--- src/rtl/pipelined_adder_pkg.sv ---
`default_nettype none
// ============================================================================
// Module   : pipelined_adder_pkg
// Brief    : Shared ALU definitions: add-mode encoding and the width check.
// Revision : 1.0 - initial release
// ============================================================================
package pipelined_adder_pkg;

    typedef enum logic {
        ADD = 1'b0,
        SUB = 1'b1
    } add_mode_e;

    // WIDTH must split into STAGES equal chunks.
    function automatic bit width_ok(input int unsigned width, input int unsigned stages);
        return (stages != 0) && ((width % stages) == 0);
    endfunction

endpackage
`default_nettype wire

--- src/rtl/adder_chunk.sv ---
`default_nettype none
// ============================================================================
// Module   : adder_chunk
// Brief    : C-bit ripple adder of fulladder cells; also exposes MSB carry-in.
// Revision : 1.0 - initial release
// ============================================================================
module adder_chunk #(
    parameter int C = 4
) (
    input  logic [C-1:0] a,
    input  logic [C-1:0] b,
    input  logic         ci,
    output logic [C-1:0] sum,
    output logic         co,
    output logic         c_msb_in
);

    logic [C:0] c;

    assign c[0] = ci;

    for (genvar i = 0; i < C; i++) begin : g_bit
        fulladder u_fa (
            .a  (a[i]),
            .b  (b[i]),
            .ci (c[i]),
            .s  (sum[i]),
            .co (c[i+1])
        );
    end

    assign co       = c[C];
    assign c_msb_in = c[C-1];

endmodule
`default_nettype wire

--- src/rtl/fulladder.sv ---
`default_nettype none
// ============================================================================
// Module   : fulladder
// Brief    : One-bit full adder cell.
// Revision : 1.0 - initial release
// ============================================================================
module fulladder (
    input  logic a,
    input  logic b,
    input  logic ci,
    output logic s,
    output logic co
);

    assign s  = a ^ b ^ ci;
    assign co = (a & b) | (ci & (a ^ b));

endmodule
`default_nettype wire

--- src/rtl/pipelined_adder.sv ---
`default_nettype none
// ============================================================================
// Module   : pipelined_adder
// Brief    : WIDTH-bit add/subtract split into STAGES carry-chained chunks.
// Revision : 1.0 - initial release
// ============================================================================
module pipelined_adder
    import pipelined_adder_pkg::*;
#(
    parameter int WIDTH  = 16,
    parameter int STAGES = 4
) (
    input  logic             clk,
    input  logic             rst_n,
    input  logic             in_valid,
    output logic             in_ready,
    input  logic [WIDTH-1:0] x,
    input  logic [WIDTH-1:0] y,
    input  logic             cin,
    input  logic             sub,
    input  logic             signed_mode,
    output logic             out_valid,
    input  logic             out_ready,
    output logic [WIDTH-1:0] s,
    output logic             cout,
    output logic             ovf
);

    localparam int C = WIDTH / STAGES;

    if (!width_ok(WIDTH, STAGES)) begin : g_width_check
        $error("pipelined_adder: WIDTH must be a multiple of STAGES");
    end

    logic [STAGES-1:0] valid_q, carry_q, msb_q, sub_q, sm_q;
    logic [WIDTH-1:0]  sum_q [STAGES];
    logic [WIDTH-1:0]  x_q   [STAGES];
    logic [WIDTH-1:0]  yy_q  [STAGES];

    // Per-stage inputs: port values for stage 0, previous stage registers otherwise.
    logic [WIDTH-1:0]  st_x   [STAGES];
    logic [WIDTH-1:0]  st_y   [STAGES];
    logic [WIDTH-1:0]  st_sum [STAGES];
    logic [WIDTH-1:0]  nxt_sum[STAGES];
    logic [C-1:0]      ch_sum [STAGES];
    logic [STAGES-1:0] st_c, st_sub, st_sm, st_v, ch_co, ch_msb;
    logic              adv;
    logic              c_out;
    logic              unused_tail;

    assign adv      = out_ready || !valid_q[STAGES-1];
    assign in_ready = adv;

    for (genvar k = 0; k < STAGES; k++) begin : g_stage
        if (k == 0) begin : g_first
            assign st_x[k]   = x;
            assign st_y[k]   = (sub == SUB) ? ~y : y;
            assign st_c[k]   = (sub == SUB) ? ~cin : cin;
            assign st_sub[k] = sub;
            assign st_sm[k]  = signed_mode;
            assign st_v[k]   = in_valid;
            assign st_sum[k] = '0;
        end else begin : g_next
            assign st_x[k]   = x_q[k-1];
            assign st_y[k]   = yy_q[k-1];
            assign st_c[k]   = carry_q[k-1];
            assign st_sub[k] = sub_q[k-1];
            assign st_sm[k]  = sm_q[k-1];
            assign st_v[k]   = valid_q[k-1];
            assign st_sum[k] = sum_q[k-1];
        end

        adder_chunk #(
            .C (C)
        ) u_chunk (
            .a        (st_x[k][k*C +: C]),
            .b        (st_y[k][k*C +: C]),
            .ci       (st_c[k]),
            .sum      (ch_sum[k]),
            .co       (ch_co[k]),
            .c_msb_in (ch_msb[k])
        );

        // Chunk k's bit positions are still zero in the partial sum arriving here.
        assign nxt_sum[k] = st_sum[k] | (WIDTH'(ch_sum[k]) << (k * C));
    end

    always_ff @(posedge clk or negedge rst_n) begin
        if (!rst_n) begin
            valid_q <= '0;
            carry_q <= '0;
            msb_q   <= '0;
            sub_q   <= '0;
            sm_q    <= '0;
            for (int k = 0; k < STAGES; k++) begin
                sum_q[k] <= '0;
                x_q[k]   <= '0;
                yy_q[k]  <= '0;
            end
        end else if (adv) begin
            valid_q <= st_v;
            carry_q <= ch_co;
            msb_q   <= ch_msb;
            sub_q   <= st_sub;
            sm_q    <= st_sm;
            for (int k = 0; k < STAGES; k++) begin
                sum_q[k] <= nxt_sum[k];
                x_q[k]   <= st_x[k];
                yy_q[k]  <= st_y[k];
            end
        end
    end

    assign c_out     = carry_q[STAGES-1];
    assign out_valid = valid_q[STAGES-1];
    assign s         = sum_q[STAGES-1];
    assign cout      = sub_q[STAGES-1] ? ~c_out : c_out;
    assign ovf       = sm_q[STAGES-1] ? (msb_q[STAGES-1] ^ c_out) : cout;

    // Last-stage operand copies and early MSB carries have no consumer.
    assign unused_tail = ^{msb_q, x_q[STAGES-1], yy_q[STAGES-1]};

endmodule
`default_nettype wire

--- config.mk ---
export PLATFORM = sky130hd
export DESIGN_NAME = pipelined_adder
export DESIGN_NICKNAME = d
export VERILOG_FILES = /design/src/rtl/pipelined_adder_pkg.sv /design/src/rtl/adder_chunk.sv /design/src/rtl/fulladder.sv /design/src/rtl/pipelined_adder.sv
export SDC_FILE = /design/constraint.sdc
export NUM_CORES = 1
export LEC_CHECK = 0
export CAP_MARGIN = 20
export CORE_MARGIN = 4
export CORE_UTILIZATION = 48
export DETAILED_ROUTE_END_ITERATION = 6
export PLACE_DENSITY = 0.71
export SLEW_MARGIN = 20
export SYNTH_ARGS = -nofsm -noshare
export SYNTH_HDL_FRONTEND = slang
export SYNTH_SLANG_ARGS = --single-unit
--- constraint.sdc ---
create_clock -name clk -period 2.93 [get_ports clk]
set_input_delay 0.293 -clock clk [delete_from_list [all_inputs] [get_ports clk]]
set_output_delay 0.293 -clock clk [all_outputs]
set_load 0.02 [all_outputs]
## Yosys cells after proc, flatten, opt, wreduce, memory -nomap -nowiden

Cells that the tools add are included.

- Muxes and demuxes: 4
- Bitwise logic cells: 87
- Reductions and logical operators: 2

Operator list:

| operator | number |
|---|---|
| 1-bit bitwise XOR | 33 |
| 1-bit AND | 32 |
| 16-bit 2-to-1 mux | 1 |
| 16-bit inverter | 1 |
| 1-bit bitwise OR | 16 |
| 16-bit by 12-bit bitwise OR with 16-bit output | 1 |
| 16-bit bitwise OR | 1 |
| 4-bit by 8-bit bitwise OR with 8-bit output | 1 |
| 1-bit 2-to-1 mux | 3 |
| 1-bit inverter | 2 |
| 1-bit logical NOT | 1 |
| 1-bit logical OR | 1 |

- Register bits: 168
- Output and inout port bits: 20
- Logic and storage cells: 108

## Logic depth before layout (Yosys ltp)

Gate-level depths: netlist of run 1.

- Word-level depth: 11
- Gate-level depth with buffers: 9
- Gate-level depth less buffers: 9

## Hierarchy

From an unflattened synthesis of run 1, not the netlist that was laid out.

- Cells, all modules: 261
- Area total of the unflattened synthesis: 4,570.6 um^2

By module, submodules not included:

| module | instances | cells each | area each (um^2) |
|---|---|---|---|
| pipelined_adder | 1 | 245 | 4,250.3 |
| fulladder | 16 | 1 | 20.0 |

## Worst setup path before layout of run 1

OpenSTA, ideal clock, no wires.

- Path kind: input -> register
- Start: input sub
- End: register sum_q, in the netlist st_sum[35]
- Library setup time: 0.125 ns
- Arrival time: 2.748 ns
- Setup slack: 0.057 ns
- Cell stages on the path: 9
- Buffers on the path: 2
- Path through: buf_2 buf_2 xnor2_1 fa_1 fa_1 fa_1 inv_1 fa_1 mux2_4

- Cells in the longest elaborated chain, start to end: 9
- Elaborated cells on any way between the ends: 16
- Classes of those cells: mux (2); bitwise (14)

Ends and longest elaborated chain:

| what | RTL line | source |
|---|---|---|
| from (decl) | pipelined_adder.sv:20 | `input logic sub,` |
| 16-bit 2-to-1 mux | pipelined_adder.sv:57 | `assign st_y[k] = (sub == SUB) ? ~y : y;` |
| 1-bit bitwise XOR | fulladder.sv:16 | `assign co = (a & b) \| (ci & (a ^ b));` |
| 1-bit AND | fulladder.sv:16 |  |
| 1-bit bitwise OR | fulladder.sv:16 |  |
| 1-bit AND | fulladder.sv:16 |  |
| 1-bit bitwise OR | fulladder.sv:16 |  |
| 1-bit AND | fulladder.sv:16 |  |
| 1-bit bitwise OR | fulladder.sv:16 |  |
| 1-bit bitwise XOR (*) | fulladder.sv:15 | `assign s = a ^ b ^ ci;` |
| via g_stage[0].u_chunk.g_bit[3].u_fa.s | fulladder.sv:11 | `output logic s,` |
| to (signal, indexed assignment) | pipelined_adder.sv:107 | `sum_q[k] <= nxt_sum[k];` |
| to (decl) | pipelined_adder.sv:36 | `logic [WIDTH-1:0] sum_q [STAGES];` |

Mark *: on every way through the listed nets, which the timed path passes. The rest lies on a longest branch.
A chain may end at the register's enable or synchronous reset.

## Worst setup path after layout of run 1

Same ends and word-level chain as after synthesis.

==> impl_metrics.toml, run 1 <==
[power]
pwr-share-clk_pct = 17.4
p_sw_share_pct = 31.3
p_switching_mw = 1.78
p_per_area_nw_per_um2 = 1020
peakVddDrop_v = 0.000355
combPwrFrac_pct = 39.5
power_leakage_nw = 2.46
p_seq_share_pct = 43.1
p_int_mw = 3.90

[critical_path]
cp_slowest_cell = "clkdlybuf4s50_1"
critPathLaunchType = "input port"
crit_chain = "clkdlybuf4s50_1, xnor2_1, fa_1, fa_1, fa_1, inv_1, fa_1, mux2_4"
max_stage_delay_ns = 0.57
critPathTopFamily = "adder cells"
crit_type = "in -> reg"
crit_fanout = 3
cp-end-kind = "flop"
cp_common_cell = "fa_1"
arrival_ns = 2.89
cp_num_buf_inv = 2
worstPathRequired_ns = 3.19

[placement]
io_buffer_count = 58
placed_area_sq_um = 5320
gp_congestion = 0.750
hpwl_um = 5180

[global_routing]
grt_pass1_vias = 2531
grt-ovfl-total = 0
antenna_found_initial = 1
grt_pass1_wl_um = 12800
grt_usage_pct = 14.5
grt_max_degree = 55

[routing]
wirelength_um = 7350
ant_nets = 0
drt-initial-drc-count = 94
viasPerCell = 4.81
vias = 2376
routedWlPerCell_um = 14.9
firstDrtPassIters = 4
post-route-drc-count = 0

[synth]
ys.flop_type = "dfrtp_1"
syn_area_sq_um = 4630
synthDistinctLibCells = 14
yosysMostFrequentCell = "dfrtp_1"
synthTopCellsByArea = "dfrtp_1 57%, mux2_2 16%, mux2_4 7.8%"
synth_seq_cells = 105
netlist.area_leader.share_pct = 56.8
yosys.area.top_type = "dfrtp_1"
syn_avg_cell_area_sq_um = 15.6
synth_edf_count = 0
synth_nets = 352
synthTopCellsByCount = "105 x dfrtp_1, 67 x mux2_2, 26 x inv_1"
netlist_instances = 297
ys.warnings.count = 0
ys_seq_area_share_pct = 56.8
synthArstFlopShare_pct = 100

[clocking]
clk_pin_slew_ns = 0.10
cts_tree = "yes"
clk_path_buf_depth = 2
ctsResizeCount = 0
clk_latency_ns = 0.37
cts_root_buf = "clkbuf_8"
cts_sinks = 105
numCtsBuffers = 9
cts_max_level = 3

[timing]
fin_crit_ns = 2.63
grt_setup_unrepaired = "no"
finalCritPeriodShare_pct = 89.8
setup_viol = 0
slew_headroom_pct = 56.5
fmax_mhz = 380
hold_violations = 0
worstMarginPinSlew_ns = 0.653
skew_ns = 0.00931
maxSlewViolCount = 0

[die]
fp.dieW_um = 106
pin_count = 59
core_area_sq_um = 9330
die_area_sq_um = 11300
floorplan.initialDensity_pct = 49.6
die_y_um = 106
num_rows = 35

[finish]
area_delta_synth_final_pct = 20.1
final_area_sq_um = 5560
fin_nets = 415
final_core_util_pct = 59.6
insertedDiodeCount = 0
layout-drive-gt1-share_pct = 32.1

[job]
drv_cap = 0

[run_status]
outcome = "finished, final reports clean"

[min_path]
hp-class = "reg -> reg"
## timing repair
item	CTS	global route
hold buffers	1	0
endpoints found under the hold margin	51	0
buffers inserted	0	0
setup endpoints to repair	0	0
## cell families (layout without fill, tap and decap cells)
kind of cell               after synthesis  in the layout  share of synthesized area (%)
muxes                                   96             96                           25.2
and+or+nand+nor                         11             11                           1.89
AOI/OAI and AO/OA                        9              9                          0.973
buffers and inverters                   41            109                           4.68
DFF                                    105            105                           56.8
adders and majority gates               16             16                           6.92
xor gates and xnor gates                19             19                           3.60
## worst paths after layout
path                                   startpoint                     end  slack (ns)  depth (start not counted)
setup / recovery                              sub  st_sum[35]$_DFFE_PN0P_        0.30                          8
hold / removal             valid_q[2]$_DFFE_PN0P_  valid_q[3]$_DFFE_PN0P_        0.48                          1
max in group asynchronous                   rst_n    st_x[13]$_DFFE_PN0P_        1.74                          3
min in group asynchronous                   rst_n        s[4]$_DFFE_PN0P_        0.49                          2
setup reg to reg             st_x[12]$_DFFE_PN0P_       s[15]$_DFFE_PN0P_        0.47                          9
hold reg to reg            valid_q[2]$_DFFE_PN0P_  valid_q[3]$_DFFE_PN0P_        0.48                          1
## through the flow
| step | setup slack (ns) | std cells | hold WS [ns] | setup TNS, ns | power, mW |
|---|---|---|---|---|---|
| 4_1_cts | 0.306 | 494 | 0.480 | 0 | 5.78 |
| 5_1_grt | 0.235 | 494 | 0.509 | 0 | 6.11 |
| 3_3_place_gp | -0.0713 | 477 | 0.365 | -0.0713 | 4.66 |
| 2_1_floorplan | 0.0570 | 297 | -0.00259 | 0 | 4.03 |
| 6_report | 0.299 | 494 | 0.477 | 0 | 5.68 |
| 3_5_place_dp | -0.111 | 477 | 0.361 | -0.111 | 4.78 |
## power by group through the flow
stage	sequential (mW)	combinational, mW	clock [mW]
CTS	2.46	2.29	1.03
finish	2.45	2.24	0.990
detailed placement	2.49	2.28	0
global placement	2.46	2.20	0
global route	2.54	2.48	1.09
floorplan	2.54	1.49	0
## layer usage
metal	wire length (um)	track usage, %
met1	3380	20.1
met2	3470	21.8
met3	391	5.53
met4	84	3.61
met5	20	0
## area by class of cell
cell class,count,area [sq um]
Sequential cell,105,2630
Multi-Input combinational cell,151,1780
Clock buffer,9,124
Inverter,26,97.6
Clock inverter,7,101
Tap cell,129,161
Timing Repair Buffer,67,661
Fill cell,747,3770
## registers in the layout (all words and copies together), names as in the netlist
signal and flops:
st_sum 24, st_x 24, st_y 24, s 16
carry_q 4, sm_q 4, sub_q 4, valid_q 4
msb_q 1
## placed cells by master (no fill, tap or decap)
| master | netlist | routed |
|---|---|---|
| dfrtp_1 | 105 | 105 |
| mux2_2 | 67 | 67 |
| clkdlybuf4s50_1 | 0 | 57 |
| inv_1 | 26 | 26 |
| mux2_4 | 24 | 24 |
| fa_1 | 16 | 16 |
| xor2_1 | 12 | 12 |
| nor3b_1 | 9 | 9 |
| a21oi_1 | 9 | 9 |
| clkbuf_8 | 0 | 9 |
| buf_4 | 0 | 8 |
| xnor2_1 | 7 | 7 |
| mux2i_1 | 5 | 5 |
| inv_6 | 0 | 3 |
| clkinvlp_4 | 0 | 2 |
| bufinv_16 | 0 | 2 |
| nand2b_4 | 1 | 1 |
| nand2b_1 | 1 | 1 |
| dlygate4sd3_1 | 0 | 1 |
| buf_12 | 0 | 1 |
Note: power is estimated with default switching activity, not from simulation.
==> run 2, diff against run 1 <==
- clock period: 2.93 -> 2.97 ns (I/O delays scaled with it)
==> run 2 against run 1 <==
Sequential share of layout area increased by 0.42 points. Hold slack got worse by 0.0045 ns. Sequential power about the same. Design area decreased by 0.88%. Critical path depth unchanged. Cell count decreased by 0.40%. Highest routed layer is now met4. Clock power decreased by 19%. Register-to-register slack got worse by 0.02 ns. Flip-flop and latch count unchanged. Non-clock buffer count decreased by 2.
==> impl_metrics.toml, run 2 (synthesis gave the netlist of run 1 again) <==
[timing]
fmax_mhz = 380
grt_setup_unrepaired = "no"
hold_violations = 0
worstMarginPinSlew_ns = 0.662
maxSlewViolCount = 0
setup_viol = 0
finalCritPeriodShare_pct = 88.7
slew_headroom_pct = 55.9
fin_crit_ns = 2.63
skew_ns = 0.0120
setup_ws_ns = 0.336

[clocking]
clk_path_buf_depth = 2
numCtsBuffers = 9
clk_latency_ns = 0.36
ctsResizeCount = 0
cts_max_level = 3
cts_tree = "yes"
cts_root_buf = "clkbuf_8"
cts_sinks = 105
clk_pin_slew_ns = 0.10

[critical_path]
crit_type = "in -> reg"
max_stage_delay_ns = 0.56
critPathLaunchType = "input port"
cp_slowest_cell = "clkdlybuf4s50_1"
reg2reg_depth = 9
cp_num_buf_inv = 2
arrival_ns = 2.89
crit_fanout = 3
cp.depth = 8
critPathTopFamily = "adder cells"
worstPathRequired_ns = 3.22
cp-end-kind = "flop"
crit_chain = "clkdlybuf4s50_1, xnor2_1, fa_1, fa_1, fa_1, inv_1, fa_1, mux2_4"
cp_common_cell = "fa_1"

[die]
die_y_um = 106
die_area_sq_um = 11300
fp.dieW_um = 106
core_area_sq_um = 9330
pin_count = 59
num_rows = 35
floorplan.initialDensity_pct = 49.6

[global_routing]
grt_pass1_vias = 2636
grt_pass1_wl_um = 12800
grt_max_degree = 55
grt_usage_pct = 14.2
antenna_found_initial = 0
grt-ovfl-total = 0

[power]
p_seq_share_pct = 44.9
p_sw_share_pct = 32.2
fin_total_pwr_mw = 5.42
peakVddDrop_v = 0.000313
p_int_mw = 3.67
combPwrFrac_pct = 40.2
p_switching_mw = 1.75
p_per_area_nw_per_um2 = 985
pwr-share-clk_pct = 14.8
power_leakage_nw = 2.45

[placement]
dpl_worst_slack_ns = -0.0733
gp_congestion = 0.745
place_inst = 475
io_buffer_count = 58
hpwl_um = 5050

[min_path]
whs_path_depth = 1
hp-class = "reg -> reg"

[routing]
viasPerCell = 4.82
firstDrtPassIters = 4
wirelength_um = 7250
routedWlPerCell_um = 14.7
drt-initial-drc-count = 101
vias = 2372
ant_nets = 0
post-route-drc-count = 0

[finish]
layout-drive-gt1-share_pct = 31.7
multiInputGateArea_sq_um = 1780
nFillCells = 736
insertedDiodeCount = 0
area_delta_synth_final_pct = 19.0
regArea_sq_um = 2630
fin_nets = 413
final_core_util_pct = 59.0
final_cells = 492
layout_common_cells = "105 x dfrtp_1, 67 x mux2_2, 57 x clkdlybuf4s50_1"
final_common_cell = "dfrtp_1"

[job]
drv_cap = 0

[run_status]
outcome = "finished, final reports clean"
## run 2: timing repair
item,in CTS,in global routing
setup buffers,0,0
endpoints found under the setup margin,0,0
hold buffers,1,0
hold endpoints to repair,51,0
## run 2: cell type report
cell class | instances | area share (%)
Clock buffer | 9 | 2.25
Inverter | 26 | 1.77
Sequential cell | 105 | 47.7
Multi-Input combinational cell | 151 | 32.4
Timing Repair Buffer | 65 | 11.9
Clock inverter | 7 | 1.00
Tap cell | 129 | 2.93
## run 2: path summary, 6_finish.rpt
kind                                   startpoint                endpoint  slack, ns
min reg2reg                valid_q[2]$_DFFE_PN0P_  valid_q[3]$_DFFE_PN0P_       0.47
max reg2reg                  st_x[12]$_DFFE_PN0P_       s[15]$_DFFE_PN0P_       0.45
max in group asynchronous                   rst_n    st_x[13]$_DFFE_PN0P_       1.77
max                                           sub  st_sum[35]$_DFFE_PN0P_       0.34
min in group asynchronous                   rst_n        s[4]$_DFFE_PN0P_       0.50
min                        valid_q[2]$_DFFE_PN0P_  valid_q[3]$_DFFE_PN0P_       0.47
## run 2: stage by stage
stage / area (sq um) / hold WS (ns) / setup TNS (ns)
2_1_floorplan: 4630 / 0.00141 / 0
3_3_place_gp: 5320 / 0.371 / -0.0166
3_5_place_dp: 5320 / 0.374 / -0.0733
4_1_cts: 5510 / 0.483 / 0
5_1_grt: 5510 / 0.509 / 0
6_report: 5510 / 0.472 / 0
## run 2: power groups by stage
| stage | logic, mW | registers, mW | clock network [mW] |
|---|---|---|---|
| after floorplan | 1.47 | 2.51 | 0 |
| after global placement | 2.14 | 2.45 | 0 |
| after detailed placement | 2.22 | 2.48 | 0 |
| after CTS | 2.23 | 2.45 | 0.841 |
| after global routing | 2.42 | 2.53 | 0.893 |
| final | 2.18 | 2.44 | 0.805 |
## run 2: routing by layer
| layer | vias to the layer above | share of wire, % | global-route usage, % |
|---|---|---|---|
| li1 | 1105 | - | - |
| met1 | 1212 | 46 | 19.1 |
| met2 | 46 | 48 | 22.4 |
| met3 | 9 | 4.7 | 4.13 |
| met4 | 0 | 1.6 | 4.72 |
| met5 | - | 0 | 0 |
